`config.mk`:
```
export PLATFORM = sky130hd
export DESIGN_NAME = dmem_bridge
export DESIGN_NICKNAME = d
export VERILOG_FILES = /design/src/rtl/dmem_bridge_pkg.sv /design/src/rtl/dmem_timeout_cnt.sv /design/src/rtl/dmem_bridge.sv
export SDC_FILE = /design/constraint.sdc
export NUM_CORES = 1
export LEC_CHECK = 0
export ABC_AREA = 1
export CELL_PAD_IN_SITES_DETAIL_PLACEMENT = 1
export CELL_PAD_IN_SITES_GLOBAL_PLACEMENT = 1
export CORE_AREA = 2 2 156 120
export CTS_CLUSTER_SIZE = 8
export DETAILED_ROUTE_END_ITERATION = 8
export DIE_AREA = 0 0 158 122
export PLACE_DENSITY = 0.79
export SLEW_MARGIN = 30
export SYNTH_ARGS = -nofsm -noshare
export SYNTH_HDL_FRONTEND = slang
export SYNTH_SLANG_ARGS = --single-unit
```
`constraint.sdc`:
```
create_clock -name clk -period 1.7 [get_ports clk]
set_clock_uncertainty 0.2 [all_clocks]
set_input_delay 0.425 -clock clk [delete_from_list [all_inputs] [get_ports clk]]
set_output_delay 0.425 -clock clk [all_outputs]
set_load 0.005 [all_outputs]
```
`src/rtl/dmem_bridge_pkg.sv`:
```
// Shared definitions for the MEM-stage data-memory bridge: FSM encodings,
// counter width and the default error word returned on failed reads.
package dmem_bridge_pkg;

    typedef logic [1:0] dmb_state_t;

    localparam dmb_state_t DMB_IDLE  = 2'd0;
    localparam dmb_state_t DMB_REQ   = 2'd1;
    localparam dmb_state_t DMB_DRAIN = 2'd2;
    localparam dmb_state_t DMB_DONE  = 2'd3;

    localparam int          DMB_CNT_W            = 8;
    localparam logic [31:0] DMB_ERR_DATA_DEFAULT = 32'hDEAD_BEEF;

endpackage

```
`src/rtl/dmem_timeout_cnt.sv`:
```
// Bus-wait cycle counter: cleared when a wait starts, counts while enabled,
// and flags expiry on the cycle the count reaches TIMEOUT-1.
module dmem_timeout_cnt
    import dmem_bridge_pkg::*;
#(
    parameter int TIMEOUT = 16
)
(
    input  logic clk,
    input  logic rst,
    input  logic clr_i,
    input  logic en_i,
    output logic expire_o
);

    localparam logic [DMB_CNT_W-1:0] LIMIT = DMB_CNT_W'(TIMEOUT - 1);

    logic [DMB_CNT_W-1:0] cnt_q;
    logic [DMB_CNT_W-1:0] cnt_d;

    always_comb begin
        cnt_d = cnt_q;
        if (clr_i) begin
            cnt_d = '0;
        end else if (en_i) begin
            cnt_d = cnt_q + 1'b1;
        end
    end

    always_ff @(posedge clk) begin
        if (rst) begin
            cnt_q <= '0;
        end else begin
            cnt_q <= cnt_d;
        end
    end

    assign expire_o = en_i && (cnt_q == LIMIT);

endmodule

```
`src/rtl/dmem_bridge.sv`:
```
// Turns the MEM stage's single-cycle word access into a req/ack bus
// transaction, stalling the pipeline and flagging misalign/timeout errors.
module dmem_bridge
    import dmem_bridge_pkg::*;
#(
    parameter int          TIMEOUT  = 16,
    parameter logic [31:0] ERR_DATA = DMB_ERR_DATA_DEFAULT
)
(
    input  logic        clk,
    input  logic        rst,
    input  logic        mem_ren,
    input  logic        mem_wen,
    input  logic [31:0] mem_addr,
    input  logic [31:0] mem_dout,
    input  logic        mem_adv,
    input  logic        mem_flush,
    output logic [31:0] mem_din,
    output logic        mem_stall,
    output logic        bus_req,
    output logic        bus_we,
    output logic [31:0] bus_addr,
    output logic [31:0] bus_wdata,
    input  logic        bus_ack,
    input  logic [31:0] bus_rdata,
    output logic        err_pulse,
    output logic        err_sticky
);

    dmb_state_t  state_q,     state_d;
    logic        bus_req_q,   bus_req_d;
    logic        bus_we_q,    bus_we_d;
    logic [31:0] bus_addr_q,  bus_addr_d;
    logic [31:0] bus_wdata_q, bus_wdata_d;
    logic [31:0] mem_din_q,   mem_din_d;
    logic        err_pulse_q, err_pulse_d;
    logic        err_sticky_q;

    logic cnt_clr;
    logic cnt_en;
    logic cnt_expire;
    logic access;
    logic misaligned;

    assign access     = mem_ren | mem_wen;
    assign misaligned = (mem_addr[1:0] != 2'b00);

    dmem_timeout_cnt #(
        .TIMEOUT (TIMEOUT)
    ) u_timeout (
        .clk      (clk),
        .rst      (rst),
        .clr_i    (cnt_clr),
        .en_i     (cnt_en),
        .expire_o (cnt_expire)
    );

    always_comb begin
        // NOTE: every output of this block gets a default first so no path infers a latch.
        state_d     = state_q;
        bus_req_d   = bus_req_q;
        bus_we_d    = bus_we_q;
        bus_addr_d  = bus_addr_q;
        bus_wdata_d = bus_wdata_q;
        mem_din_d   = mem_din_q;
        err_pulse_d = 1'b0;
        cnt_clr     = 1'b0;
        cnt_en      = 1'b0;
        mem_stall   = 1'b0;

        case (state_q)
            DMB_IDLE: begin
                if (access) begin
                    mem_stall = 1'b1;
                    if (misaligned) begin
                        mem_din_d   = ERR_DATA;
                        err_pulse_d = 1'b1;
                        state_d     = DMB_DONE;
                    end else begin
                        bus_we_d    = mem_wen;
                        bus_addr_d  = {mem_addr[31:2], 2'b00};
                        bus_wdata_d = mem_dout;
                        bus_req_d   = 1'b1;
                        cnt_clr     = 1'b1;
                        state_d     = DMB_REQ;
                    end
                end
            end

            DMB_REQ: begin
                mem_stall = 1'b1;
                cnt_en    = 1'b1;
                if (bus_ack) begin
                    bus_req_d = 1'b0;
                    if (!bus_we_q) begin
                        mem_din_d = bus_rdata;
                    end
                    state_d = DMB_DONE;
                end else if (cnt_expire) begin
                    bus_req_d   = 1'b0;
                    mem_din_d   = ERR_DATA;
                    err_pulse_d = 1'b1;
                    state_d     = DMB_DONE;
                end else if (mem_flush) begin
                    // The bus cycle is already in flight; let it finish unobserved.
                    cnt_clr = 1'b1;
                    state_d = DMB_DRAIN;
                end
            end

            DMB_DRAIN: begin
                cnt_en = 1'b1;
                if (bus_ack) begin
                    bus_req_d = 1'b0;
                    state_d   = DMB_IDLE;
                end else if (cnt_expire) begin
                    bus_req_d   = 1'b0;
                    err_pulse_d = 1'b1;
                    state_d     = DMB_IDLE;
                end
            end

            DMB_DONE: begin
                // Never re-issue from here: a pipeline held by another hazard keeps the same access up.
                if (mem_adv | mem_flush) begin
                    state_d = DMB_IDLE;
                end
            end

            default: begin
                state_d = DMB_IDLE;
            end
        endcase
    end

    always_ff @(posedge clk) begin
        // NOTE: all sequential state uses non-blocking assignments.
        if (rst) begin
            state_q      <= DMB_IDLE;
            bus_req_q    <= 1'b0;
            bus_we_q     <= 1'b0;
            bus_addr_q   <= '0;
            bus_wdata_q  <= '0;
            mem_din_q    <= '0;
            err_pulse_q  <= 1'b0;
            err_sticky_q <= 1'b0;
        end else begin
            state_q      <= state_d;
            bus_req_q    <= bus_req_d;
            bus_we_q     <= bus_we_d;
            bus_addr_q   <= bus_addr_d;
            bus_wdata_q  <= bus_wdata_d;
            mem_din_q    <= mem_din_d;
            err_pulse_q  <= err_pulse_d;
            err_sticky_q <= err_sticky_q | err_pulse_q;
        end
    end

    assign mem_din    = mem_din_q;
    assign bus_req    = bus_req_q;
    assign bus_we     = bus_we_q;
    assign bus_addr   = bus_addr_q;
    assign bus_wdata  = bus_wdata_q;
    assign err_pulse  = err_pulse_q;
    assign err_sticky = err_sticky_q;

endmodule

```
# After elaboration in Yosys (flattened, before gate mapping)
# Index checks and enable logic that the tools add are counted.
# classes
n_addsub,1
mul,0
div_mod_pow,0
n_lt_le_gt_ge,0
eq_ne,13
shifts,0
n_mux,34
bitwise_logic,4
reduce_logical,11
# ops
operator,count
32-bit two-way mux,5
32-bit case mux with 2 select lines,1
2-bit two-way mux,8
1-bit two-way mux,15
"3-bit inequality test, second input constant",3
"8-bit by 1-bit adder with 8-bit output, second input constant",1
"8-bit by 4-bit equality test with 1-bit output, second input constant",1
"2-bit inequality test, second input constant",4
1-bit case mux with 2 select lines,4
2-bit case mux with 4 select lines,1
4-bit AND reduction,2
2-bit nonzero test,3
5-bit AND reduction,1
"2-bit equality test, second input constant",2
"4-bit inequality test, second input constant",1
2-bit OR reduction,2
"3-bit by 1-bit inequality test with 1-bit output, second input constant",1
1-bit OR,3
3-bit AND reduction,1
"2-bit by 1-bit equality test with 1-bit output, second input constant",1
2-bit zero test,1
1-bit logical AND,1
1-bit NOT,1
# totals
register_bits,108
latchBits,0
mem_bits_rw,0
mem_bits_ro,0
output_inout_bits,101
word_cells,72
n_memories,0

# Depth between registers and ports, before layout
# Gate-level depths: netlist (run 1).
# depth
word_depth,8
ltp_mapped,11

# Cells and area by module
# Synthesis (run 1) repeated with hierarchy kept, for this count alone.
# unflattened
cells_unflattened,611
area_unflattened_um2,4399.2
# modules_own_cells
mod,instances,cells_each,area_per_inst_um2,seq_area_each_um2
dmem_bridge,1,557,4012.6,2001.9
dmem_timeout_cnt,1,54,386.6,160.2

# Worst setup path after synthesis (run 1)
# No wires, ideal clock.
# synth_timing
path_kind,reg-to-reg
startpoint,reg state_q[0]
endpoint,"reg mem_din_q[0], in the netlist mem_din[0]"
setup_ps,115
t_arrival_ps,1533
t_required_ps,1385
slack_ps,-148
path_stages_with_launch,12
synth_period_minus_slack_ps,1848
path_cell_list,dfxtp_1 inv_1 ha_1 buf_4 nand2_1 nor2_1 nand4_2 nand2_4 buf_4 nand3_1 nand2_1 nor2_1
# synth_between
elab_chain_len,6
elab_cells_between_ends,13
classes_between,eq/ne: 6; mux: 2; reduce/logical: 5
# synth_rtl
element,line_no,text
from (decl),dmem_bridge.sv:30,"dmb_state_t state_q, state_d;"
from (signal assigned),dmem_bridge.sv:148,state_q <= state_d;
2-bit equality test / 2-bit by 1-bit equality test with 1-bit output (equally long branches),dmem_bridge.sv:71,case (state_q)
2-bit OR reduction (no line),--,
1-bit two-way mux,dmem_bridge.sv:71,
1-bit logical AND,dmem_timeout_cnt.sv:38,assign expire_o = en_i && (cnt_q == LIMIT);
3-bit inequality test (no line),--,
5-bit AND reduction (no line),--,
to (signal assigned),dmem_bridge.sv:153,mem_din_q <= mem_din_d;
to (decl),dmem_bridge.sv:35,"logic [31:0] mem_din_q, mem_din_d;"
# Parallel ways exist; a longest one is shown, timed or not.
# A chain may end at the register's enable or synchronous reset.

# Worst setup path after layout (run 1)
# layout_timing
startpoint,reg state_q[0]
endpoint,"reg bus_addr_q[20], in the netlist bus_addr[20]"
# layout_between
elab_chain_len,2
# layout_rtl
element,line_no,text
2-bit zero test,dmem_bridge.sv:71,
3-bit AND reduction (no line),--,
to (signal assigned),dmem_bridge.sv:151,bus_addr_q <= bus_addr_d;
to (decl),dmem_bridge.sv:33,"logic [31:0] bus_addr_q, bus_addr_d;"
# Every way passes these cells.

==> results of run 1 <==
metrics by stage:
step / total power [W] / utilization / setup TNS [ps] / std cells
6_report: 0.0111 / 0.444 / -19550 / 1099
5_1_grt: 0.0119 / 0.444 / -29950 / 1099
4_1_cts: 0.0109 / 0.430 / -16030 / 1089
3_5_place_dp: 0.00813 / 0.395 / -55890 / 1055
3_3_place_gp: 0.00805 / 0.395 / -52690 / 1055
2_1_floorplan: 0.00571 / - / -1740 / 602
tightest hold or removal path: cells and delay by family:
kind / cells / cell delay (ps)
buffers and inverters: 2 / 280
AOI/OAI and AO/OA: 1 / 40
power by group:
| part | total [W] | internal [W] | switching (W) |
|---|---|---|---|
| combinational | 0.00554 | 0.00292 | 0.00262 |
| sequential | 0.00342 | 0.00311 | 0.000305 |
| clock | 0.00217 | 0.00116 | 0.00101 |
layout make-up:
class / count / area (um^2) / share of cell area
clock inverter: 6 / 73.8 / 0.00925
tap: 247 / 309 / 0.0387
sequential: 108 / 2190 / 0.275
inverter: 15 / 56.3 / 0.00705
multi-input combinational: 433 / 2240 / 0.281
timing repair buffer: 280 / 2880 / 0.361
clock buffer: 10 / 229 / 0.0287
worst paths after layout:
path,start,endpoint,slack (ps),cells after the start
worst max-delay path,state_q[0],bus_addr[20],-260,12
worst min-delay path,rst,err_pulse,230,3
worst max register to register,state_q[0],bus_addr[20],-260,12
worst min register to register,bus_wdata[10],bus_wdata[10],260,2
what timing repair did:
item / 4_1_cts / 5_1_grt
gates resized for setup: 160 / 27
cloned: 6 / 5
endpoints found under the setup margin: 206 / 109
hold buffers: 0 / 0
buffers inserted: 12 / 5
pin swaps: 7 / 10
state kept, by name, summed over array words and instances, names as in the netlist:
register	flops
bus_addr	30
bus_req	1
bus_wdata	32
bus_we	1
err_pulse	1
err_sticky	1
mem_din	32
state_q	2
u_timeout.cnt_q	8
cell usage after synthesis:
| cell type | number |
|---|---|
| a211oi_1 | 1 |
| a21oi_1 | 96 |
| a21oi_2 | 1 |
| buf_1 | 6 |
| buf_2 | 8 |
| buf_4 | 13 |
| buf_6 | 7 |
| clkbuf_1 | 13 |
| clkinv_1 | 1 |
| conb_1 | 1 |
| dfxtp_1 | 108 |
| ha_1 | 6 |
| inv_1 | 13 |
| inv_2 | 1 |
| mux2i_1 | 1 |
| nand2_1 | 125 |
| nand2_2 | 1 |
| nand2_4 | 1 |
| nand3_1 | 99 |
| nand3_2 | 1 |
| nand4_1 | 2 |
| nand4_2 | 1 |
| nor2_1 | 80 |
| nor2_2 | 1 |
| nor2_4 | 1 |
| o21ai_0 | 5 |
| o21ai_4 | 1 |
| o31ai_1 | 1 |
| xnor2_1 | 3 |
| xor2_1 | 3 |
cell families after synthesis:
family,Yosys count
flip-flops,108
other,1
XOR/XNOR,6
AND/OR/NAND/NOR,312
adder cells (fa/ha/maj),6
multiplexers,1
buffers and inverters,62
AO/OA/AOI/OAI,105
per-layer routing:
| metal | global-route usage | vias to the layer above | share of wire |
|---|---|---|---|
| li1 | - | 2475 | - |
| met1 | 0.216 | 2385 | 0.45 |
| met2 | 0.302 | 156 | 0.47 |
| met3 | 0.0559 | 11 | 0.076 |
| met4 | 0.0383 | 0 | 0.0072 |
| met5 | 0 | - | 0 |
==> key figures, run 1 <==
Synth
  – Dominant combinational cell family by area after synthesis: simple AND/OR/NAND/NOR gates
  – Yosys reg bits: between 100 and 150
  – Share of the yosys chip area belonging to registers: 0.477
  – Mux contribution to synthesized area: 0.00221
  – Synthesized-area fraction occupied by and/or/nand/nor cells: 0.295
  – Compound-gate portion of the synthesized area: 0.120
  – Most area-hungry cell type in the Yosys netlist: dfxtp_1
  – Total number of yosys warnings: 0
  – Top-area cell type share of the netlist area: 0.477
  – Synthesized netlist cell count: roughly 600
  – Ranking of synthesized cells by area: dfxtp_1 (48%), nand3_1 (11%), a21oi_1 (11%)
  – Combined area of all synthesized cells: around 0.0045 mm^2
  – Number of distinct standard cells referenced by the synthesized netlist: 30
  – Post-synthesis adder-cell area fraction: 0.0166
  – Mean post-synth cell area: about 7.5 um^2
  – Synth Area in XOR/XNOR: 0.0116

Global routing
  – Global-route usage over all layers: 0.176
  – Largest net degree at the start of global routing: 60
  – Overflow left after global routing: 0
  – Global-route wire length before repair: between 20000 and 30000 um
  – Initial antenna violation count: 0
  – Via count of the first global-routing pass: around 5.1k

STA
  – Setup violators final: 109
  – Pins over their slew limit: 0
  – RSZ-0062 raised after global routing: true
  – Worst Hold Slack: around 230 ps
  – Tmin final: a little under 2000 ps
  – Max frequency: around 0.51 GHz
  – Final count of hold timing violations: 0
  – Setup slack after layout: -255 ps
  – Part of the cycle the worst path needs: 1.15

Clock tree
  – Clock tree buffer depth: 2
  – CTS H-tree depth: 3
  – Root cell of the clock tree: clkbuf_16
  – Clock-pin slew on the worst setup and hold paths: around 70 ps
  – Number of clock buffers inserted by TritonCTS: 9
  – Clk_lat worst skew: roughly 350 ps
  – Clock tree from TritonCTS: yes
  – Sinks on the clock net: about 110

Routing
  – Detailed-routing iteration count for the pre-antenna-repair pass: 5
  – Number of vias in the routed layout: approximately 5.0k
  – Via density: ~4.6
  – Drt wl/cell: about 16 um
  – DRC violation count after routing: 0
  – Residual antenna-violating net count after detailed routing: 0
  – Iteration-0 DRC Markers: 160
  – Sum of routed wire length over all layers: between 15000 and 20000 um

Die
  – DIE AREA: between 0.015 and 0.02 mm^2
  – Die height: between 100 and 150 um
  – Number of standard-cell rows in the floorplan: 43
  – Area of the core region: approximately 0.018 mm^2
  – Starting density of the core: 0.252
  – Io pins: roughly 200
  – DIE WIDTH: 158 um

Final layout
  – Finished layout cell area: about 0.008 mm^2
  – Final antenna diode count: 0
  – Most frequent standard cell in the layout excluding fill and tap cells: nand2_1
  – Commonest cells after routing, fill and taps aside: nand2_1 (119), clkdlybuf4s50_1 (100), dlygate4sd2_1 (99)
  – Fraction of final layout cells with drive strength greater than 1: 0.196
  – Area delta synth->final: 76.3%
  – Fin nets: roughly 960
  – Fill cell total of the finished layout: about 2.2k

Placement
  – GP Congestion: about 0.76
  – Number of I/O port buffers: about 200
  – DP Wirelength: ~11000 um
  – Post-Place Setup Slack: -592 ps
  – Placement Cell Area: 0.00709 mm^2

Run
  – Max-cap violations: 0

Worst setup path
  – Crit. End Element: register
  – Worst-path maximum fanout: 5
  – CP delay by family, top: buffers and inverters
  – Slowest CP cell: dfxtp_2
  – Critical path class: reg2reg
  – Worst EP arrival: roughly 2000 ps
  – Largest stage delay on the critical path: 340 ps
  – Critical path launch point type: register
  – Data required, critical path: ~1700 ps
  – Critical Path, Cell by Cell: inv_2, ha_2, inv_2, buf_4, nor2_4, buf_12, buf_6, nand2_8, buf_12, buf_16, nand2_1, a21oi_1
  – Buffers and inverters on the worst path: 7

Power
  – Power per Cell Area: about 1400 mW/mm^2
  – VDD IR max: between 0.0005 and 0.0006 V
  – Static Leakage: 3.49 nW

Run status
  – Violated checks: setup timing
  – Status: complete, but fails checks

Hold path
  – Class of the most critical hold timing path: in2reg
Note: power is estimated with default switching activity, not from simulation.
==> run 2: changes to the inputs <==
--- a/config.mk
+++ b/config.mk
@@ -13,7 +13,7 @@
 export DETAILED_ROUTE_END_ITERATION = 8
 export DIE_AREA = 0 0 158 122
 export PLACE_DENSITY = 0.79
-export SLEW_MARGIN = 30
+export SLEW_MARGIN = 0
 export SYNTH_ARGS = -nofsm -noshare
 export SYNTH_HDL_FRONTEND = slang
 export SYNTH_SLANG_ARGS = --single-unit
==> results of run 2 <==
The final DEF is identical to that of run 1; final timing and power are the same.
